--- config.mk ---
export PLATFORM = sky130hd
export DESIGN_NAME = serdes_range_sched_flat
export DESIGN_NICKNAME = d
export VERILOG_FILES = /design/src/rtl/serdes_range_sched_if.sv /design/src/rtl/serdes_range_sched.sv /design/src/flat_wrapper.sv
export SDC_FILE = /design/constraint.sdc
export NUM_CORES = 1
export LEC_CHECK = 0
export CAP_MARGIN = 20
export CORE_ASPECT_RATIO = 2
export CORE_MARGIN = 2
export CORE_UTILIZATION = 42
export DETAILED_ROUTE_END_ITERATION = 7
export PLACE_DENSITY = 0.86
export SLEW_MARGIN = 25
export SYNTH_ARGS = -nofsm -noshare
export SYNTH_HDL_FRONTEND = slang
export SYNTH_SLANG_ARGS = --single-unit
--- constraint.sdc ---
create_clock -name I_sys_clk -period 3.4 [get_ports I_sys_clk]
set_clock_uncertainty 0.2 [all_clocks]
set_input_delay 0.34 -clock I_sys_clk [delete_from_list [all_inputs] [get_ports I_sys_clk]]
set_output_delay 0.34 -clock I_sys_clk [all_outputs]
set_load 0.03 [all_outputs]
--- src/rtl/serdes_range_sched_if.sv ---
// Bundle of the per-channel range-FIFO side and the merged output stream of
// serdes_range_sched. The scheduler uses the slave modport, the environment the master.
interface serdes_range_sched_if;
   logic [3:0]  I_frame_rdy;
   logic [3:0]  I_fifo_empty;
   logic [51:0] I_fifo_data;
   logic [3:0]  O_fifo_rd_en;
   logic [15:0] O_out_data;
   logic        O_out_en;
   logic        O_out_sof;
   logic        O_out_eof;
   logic        O_busy;

   modport master (
      output I_frame_rdy, I_fifo_empty, I_fifo_data,
      input  O_fifo_rd_en, O_out_data, O_out_en, O_out_sof, O_out_eof, O_busy
   );

   modport slave (
      input  I_frame_rdy, I_fifo_empty, I_fifo_data,
      output O_fifo_rd_en, O_out_data, O_out_en, O_out_sof, O_out_eof, O_busy
   );
endinterface

--- src/rtl/serdes_range_sched.sv ---
// Round-robin frame scheduler: drains one complete frame at a time from four range
// FIFOs into a single stream framed by a header word and a word-count trailer.
module serdes_range_sched #(
   parameter logic [12:0] P_MAX_LEN = 13'd1024,
   parameter logic [11:0] P_HDR_TAG = 12'hEB9,
   parameter int unsigned P_GAP     = 4
) (
   input  logic                 I_sys_clk,
   input  logic                 I_sys_rst_n,
   serdes_range_sched_if.slave  bus
);

   typedef enum logic [2:0] {
      S_IDLE  = 3'd0,
      S_HDR   = 3'd1,
      S_READ  = 3'd2,
      S_DRAIN = 3'd3,
      S_TRL   = 3'd4,
      S_GAP   = 3'd5
   } state_t;

   localparam logic [3:0] GAP_LAST = 4'(P_GAP - 1);

   state_t      state_q, state_d;
   logic [3:0]  pend_q, pend_d;
   logic [1:0]  ch_q, ch_d;
   logic [1:0]  last_q, last_d;
   logic [12:0] cnt_q, cnt_d;
   logic [3:0]  tmr_q, tmr_d;
   logic        rd_pipe_q, rd_pipe_d;
   logic [15:0] out_data_q, out_data_d;
   logic        out_en_q, out_en_d;
   logic        sof_q, sof_d;
   logic        eof_q, eof_d;

   logic [3:0]  rd_en_s;
   logic [3:0]  grant_s;
   logic [2:0]  pick_s;
   logic [12:0] fifo_word_s;

   // Returns {found, channel}: first set bit of pend searching from last+1 (mod 4).
   function automatic logic [2:0] rr_pick(input logic [3:0] pend, input logic [1:0] last);
      logic [2:0] res;
      logic [1:0] idx;
      res = 3'b000;
      for (int i = 4; i >= 1; i--) begin
         idx = last + 2'(i);
         if (pend[idx]) begin
            res = {1'b1, idx};
         end else begin
            res = res;
         end
      end
      return res;
   endfunction

   // Data word of the channel being served.
   always_comb begin
      case (ch_q)
         2'd0:    fifo_word_s = bus.I_fifo_data[12:0];
         2'd1:    fifo_word_s = bus.I_fifo_data[25:13];
         2'd2:    fifo_word_s = bus.I_fifo_data[38:26];
         2'd3:    fifo_word_s = bus.I_fifo_data[51:39];
         default: fifo_word_s = 13'd0;
      endcase
   end

   // Next-state, read-enable and output-word decode.
   always_comb begin
      state_d    = state_q;
      pend_d     = pend_q;
      ch_d       = ch_q;
      last_d     = last_q;
      cnt_d      = cnt_q;
      tmr_d      = tmr_q;
      out_data_d = 16'h0000;
      out_en_d   = 1'b0;
      sof_d      = 1'b0;
      eof_d      = 1'b0;
      rd_en_s    = 4'b0000;
      rd_pipe_d  = 1'b0;
      grant_s    = 4'b0000;
      pick_s     = rr_pick(pend_q, last_q);

      // FIFO dout is valid the cycle after rd_en; registering it here lands the
      // word on the output exactly two cycles after the read.
      if (rd_pipe_q) begin
         out_data_d = {3'b000, fifo_word_s};
         out_en_d   = 1'b1;
      end else begin
         out_data_d = 16'h0000;
      end

      case (state_q)
         S_IDLE: begin
            if (pick_s[2]) begin
               grant_s[pick_s[1:0]] = 1'b1;
               ch_d       = pick_s[1:0];
               last_d     = pick_s[1:0];
               state_d    = S_HDR;
               out_data_d = {P_HDR_TAG, 2'b00, pick_s[1:0]};
               out_en_d   = 1'b1;
               sof_d      = 1'b1;
            end else begin
               state_d = S_IDLE;
            end
         end
         S_HDR: begin
            cnt_d   = 13'd0;
            tmr_d   = 4'd0;
            state_d = S_READ;
         end
         S_READ: begin
            if (!bus.I_fifo_empty[ch_q] && (cnt_q < P_MAX_LEN)) begin
               rd_en_s[ch_q] = 1'b1;
               rd_pipe_d     = 1'b1;
               cnt_d         = cnt_q + 13'd1;
            end else begin
               tmr_d   = 4'd0;
               state_d = S_DRAIN;
            end
         end
         S_DRAIN: begin
            if (tmr_q == 4'd1) begin
               state_d    = S_TRL;
               out_data_d = {3'b000, cnt_q};
               out_en_d   = 1'b1;
               eof_d      = 1'b1;
            end else begin
               tmr_d = tmr_q + 4'd1;
            end
         end
         S_TRL: begin
            tmr_d   = 4'd0;
            state_d = S_GAP;
         end
         S_GAP: begin
            if (tmr_q == GAP_LAST) begin
               state_d = S_IDLE;
            end else begin
               tmr_d = tmr_q + 4'd1;
            end
         end
         default: begin
            state_d = S_IDLE;
         end
      endcase

      // A new ready pulse outranks the clear from a same-cycle grant.
      pend_d = (pend_q & ~grant_s) | bus.I_frame_rdy;
   end

   // State and output registers.
   always_ff @(posedge I_sys_clk or negedge I_sys_rst_n) begin
      if (!I_sys_rst_n) begin
         state_q    <= S_IDLE;
         pend_q     <= 4'b0000;
         ch_q       <= 2'd0;
         last_q     <= 2'd3;
         cnt_q      <= 13'd0;
         tmr_q      <= 4'd0;
         rd_pipe_q  <= 1'b0;
         out_data_q <= 16'h0000;
         out_en_q   <= 1'b0;
         sof_q      <= 1'b0;
         eof_q      <= 1'b0;
      end else begin
         state_q    <= state_d;
         pend_q     <= pend_d;
         ch_q       <= ch_d;
         last_q     <= last_d;
         cnt_q      <= cnt_d;
         tmr_q      <= tmr_d;
         rd_pipe_q  <= rd_pipe_d;
         out_data_q <= out_data_d;
         out_en_q   <= out_en_d;
         sof_q      <= sof_d;
         eof_q      <= eof_d;
      end
   end

   assign bus.O_fifo_rd_en = rd_en_s;
   assign bus.O_out_data   = out_data_q;
   assign bus.O_out_en     = out_en_q;
   assign bus.O_out_sof    = sof_q;
   assign bus.O_out_eof    = eof_q;
   assign bus.O_busy       = (state_q != S_IDLE);

endmodule
--- src/flat_wrapper.sv ---
// flat-port wrapper written by rule: the top's interface ports become plain ports
module serdes_range_sched_flat 
#(
   parameter logic [12:0] P_MAX_LEN = 13'd1024,
   parameter logic [11:0] P_HDR_TAG = 12'hEB9,
   parameter int unsigned P_GAP     = 4
)
  (I_sys_clk, I_sys_rst_n, bus_I_frame_rdy, bus_I_fifo_empty, bus_I_fifo_data, bus_O_fifo_rd_en, bus_O_out_data, bus_O_out_en, bus_O_out_sof, bus_O_out_eof, bus_O_busy);
  serdes_range_sched_if bus_i ();
  input  logic I_sys_clk;
  input  logic I_sys_rst_n;
  input wire logic [$bits(bus_i.I_frame_rdy)-1:0] bus_I_frame_rdy;
  input wire logic [$bits(bus_i.I_fifo_empty)-1:0] bus_I_fifo_empty;
  input wire logic [$bits(bus_i.I_fifo_data)-1:0] bus_I_fifo_data;
  output wire logic [$bits(bus_i.O_fifo_rd_en)-1:0] bus_O_fifo_rd_en;
  output wire logic [$bits(bus_i.O_out_data)-1:0] bus_O_out_data;
  output wire logic [$bits(bus_i.O_out_en)-1:0] bus_O_out_en;
  output wire logic [$bits(bus_i.O_out_sof)-1:0] bus_O_out_sof;
  output wire logic [$bits(bus_i.O_out_eof)-1:0] bus_O_out_eof;
  output wire logic [$bits(bus_i.O_busy)-1:0] bus_O_busy;
  assign bus_i.I_frame_rdy = bus_I_frame_rdy;
  assign bus_i.I_fifo_empty = bus_I_fifo_empty;
  assign bus_i.I_fifo_data = bus_I_fifo_data;
  assign bus_O_fifo_rd_en = bus_i.O_fifo_rd_en;
  assign bus_O_out_data = bus_i.O_out_data;
  assign bus_O_out_en = bus_i.O_out_en;
  assign bus_O_out_sof = bus_i.O_out_sof;
  assign bus_O_out_eof = bus_i.O_out_eof;
  assign bus_O_busy = bus_i.O_busy;
  serdes_range_sched #(.P_MAX_LEN(P_MAX_LEN), .P_HDR_TAG(P_HDR_TAG), .P_GAP(P_GAP)) u_core (.I_sys_clk(I_sys_clk), .I_sys_rst_n(I_sys_rst_n), .bus(bus_i));
endmodule
==> flow_metrics.tcl, run 1 <==
set metrics [dict create \
    ys.flop_type "dfrtp_1" \
    hp-class "flop to flop" \
    drive_above_1_share_pct 12.3 \
    pin_count 86 \
    dieArea_um2 6590 \
    status "completed" \
    cts_tree "done" \
    routed_wl_mm 6.92 \
    diodes 0 \
    cp_slowest_cell "dfrtp_1" \
    synth_edf_count 0 \
    cap_violations 0 \
    syn_avg_cell_area_um2 10.9 \
    yosysTopAreaCell "dfrtp_1" \
    grt_antenna_before_repair 0 \
    min_period_ps 2980 \
    first_global_vias 2210 \
    nFillCells 463 \
    p_clk_share_pct 17.9 \
    leakage_uw 0.00152 \
    p_per_area_nw_per_um2 755 \
    pwr-share-comb_pct 49.8 \
    start_util_pct 43.5 \
    p_switching_uw 1070 \
    end_kind "output port" \
    rows 39 \
    dp_hpwl_mm 5.26 \
    synth_most_common_cell "dfrtp_1" \
    grt_start_max_net_pins 46 \
    die_h_um 113 \
    antenna_left 0 \
    gp_congestion 0.941 \
    netlist.area_leader.share_pct 43.3 \
    dp_cells 360 \
    clock_path_buffers 2 \
    fmax_mhz 335 \
    timing.setup.tns_ps 0 \
    tightest_slew_ps 886 \
    rsz0062_at_grt "false" \
    wl_met2_mm 3.86 \
    h-tree-depth 2 \
    die_w_um 58.4 \
    yosys-top-cells-count "dfrtp_1 (43), nand2_1 (19), nor2_1 (17), nand3_1 (15), mux4_2 (14)" \
    overflow 0 \
    num_vias 2164 \
    ys_ff_latch 45 \
    swShare_pct 40.9 \
    peakVddDrop_mv 0.652 \
    yosys-top-cells-area "dfrtp_1 (43%), mux4_2 (13%), nand3_1 (3.0%)" \
    grt_pass1_wl_mm 10.9 \
    drt_first_pass_iters 5 \
    numCtsBuffers 5 \
    critPathMaxStageDelay_ps 570 \
    cts_setup_buffers 0 \
    viasPerCell 5.86 \
    crit_required_ps 2860 \
    port_buffers 85 \
    met3_wirelength_um 485 \
    cts_sinks 45 \
    path_clk_slew_ps 60 \
    core_um2 5710 \
    pwr-share-seq_pct 32.3 \
    path_class "flop to output port" \
    p_int_uw 1550 \
    seq_area_frac_synth_pct 45.4 \
    path_max_fanout 13 \
    cts_root_buf "clkbuf_16" \
    drt_first_iter_violations 67 \
    wl_per_cell_um 18.8 \
    slew_violations 0 \
    crit_path_start_kind "flop" \
    post_cts_resized 0 \
    synth.distinct_cells 53 \
    syn_inst 228 \
    netlist_area_um2 2480 \
    async_reset_ff_share_pct 100 \
    grt.total_usage_pct 21.9 \
    clk_latency_ps 280 \
    hold_viol 0 \
    syn_to_final_growth_pct 39.7 \
    syn_nets 293 \
    crit_chain "or4b_1, or3_1, clkinv_4, nand2_1, nor2_1, buf_4" \
    wl_met1_mm 2.39 \
    critPathArrivalTime_ps 2440 \
    layout.nets 372 \
    drc 0 \
    yosysWarnings 0 \
    fin_crit_sh_pct 87.7 \
    hold_buffers 0 \
    dr.max_layer_used "met4" \
    setup_viol 0 \
    timing.slew.headroom_pct 40.5 \
    final_cells 369 \
]
[per-stage QoR]
| stage | cell area (µm²) | worst slack (ps) | util (%) | hold WS, ps | total power [µW] |
|---|---|---|---|---|---|
| final | 3470 | 417 | 60.8 | 305 | 2620 |
| after global routing | 3470 | 260 | 60.8 | 348 | 2770 |
| after CTS | 3460 | 403 | 60.6 | 60.0 | 2630 |
| after detailed placement | 3320 | 596 | 58.2 | 294 | 2160 |
| after global placement | 3320 | 603 | 58.2 | 275 | 2120 |
| after floorplan | 2480 | 605 | - | -156 | 1770 |
[per-layer routing]
metal  up-vias  global-route usage [%]
met5         -                       0
met4         0                    8.68
met3        17                    5.49
met2        85                    38.1
met1      1059                    24.8
li1       1003                       -
[logic make-up (layout without fill, tap and decap cells)]
kind of cell               Yosys count  count (layout)  share of synthesized area [%]
DFF                                 45              45                           45.4
and+or+nand+nor                     87              87                           19.4
AOI/OAI and AO/OA                   43              43                           11.9
xor gates and xnor gates             3               3                           1.06
buffers and inverters               27             107                           5.54
adders and majority gates            3               3                           1.51
muxes                               20              20                           15.2
[cell type report]
cell class	count	area, µm²	share of cell area [%]
multi-input combinational	156	1220	35.1
sequential	45	1130	32.5
timing repair buffer	88	863	24.9
clock buffer	6	129	3.71
tap	61	76.3	2.20
inverter	11	46.3	1.33
clock inverter	2	10.0	0.288
[registers in the layout (all words and copies together) (netlist names)]
| register | cells |
|---|---|
| u_core.pend_q | 4 |
| u_core.tmr_q | 4 |
| u_core.state_q | 3 |
| u_core.bus.O_out_sof | 1 |
| u_core.rd_pipe_q | 1 |
| u_core.bus.O_out_eof | 1 |
| u_core.cnt_q | 13 |
| u_core.last_q | 2 |
| u_core.bus.O_out_en | 1 |
| u_core.ch_q | 2 |
| u_core.bus.O_out_data | 13 |
[power groups by stage]
stage	Combinational [µW]	Clock, µW	Sequential (µW)
after floorplan	872	0	895
after global placement	1270	0	844
after detailed placement	1300	0	854
after CTS	1310	471	847
after global routing	1410	493	871
final	1300	469	847
[cell usage in the layout (no fill, tap or decap), types with 6 or more instances in the layout]
cell	synthesis	final
inv_1	9	9
clkdlybuf4s50_1	0	80
dfrtp_1	43	43
o21ai_0	6	6
nand3_1	15	15
nor2_1	17	17
nand2_1	19	19
a21oi_1	9	9
buf_4	3	7
mux4_2	14	14
[path summary, 6_finish.rpt]
path	start	end	slack, ps	cells past startpoint
min in group asynchronous	I_sys_rst_n	u_core.tmr_q[2]	390	2
min	u_core.cnt_q[6]	u_core.cnt_q[6]	310	1
min reg2reg	u_core.cnt_q[6]	u_core.cnt_q[6]	310	1
max in group asynchronous	I_sys_rst_n	u_core.last_q[0]	2220	2
max reg2reg	u_core.state_q[1]	u_core.tmr_q[1]	910	4
max	u_core.state_q[1]	bus_O_fifo_rd_en[2]	420	6
[critical path: cells and delay by family (launching register included)]
kind          cells  cell delay (ps)
flops             1              570
buf+inv           2              300
simple gates      4             1290
No activity file was read; power rests on OpenSTA's default activity.
==> run 2, diff against run 1 <==
HOLD_SLACK_MARGIN = 0.05   (was default)
==> results of run 2 <==
No change in the layout: final DEF, timing and power equal those of run 1.
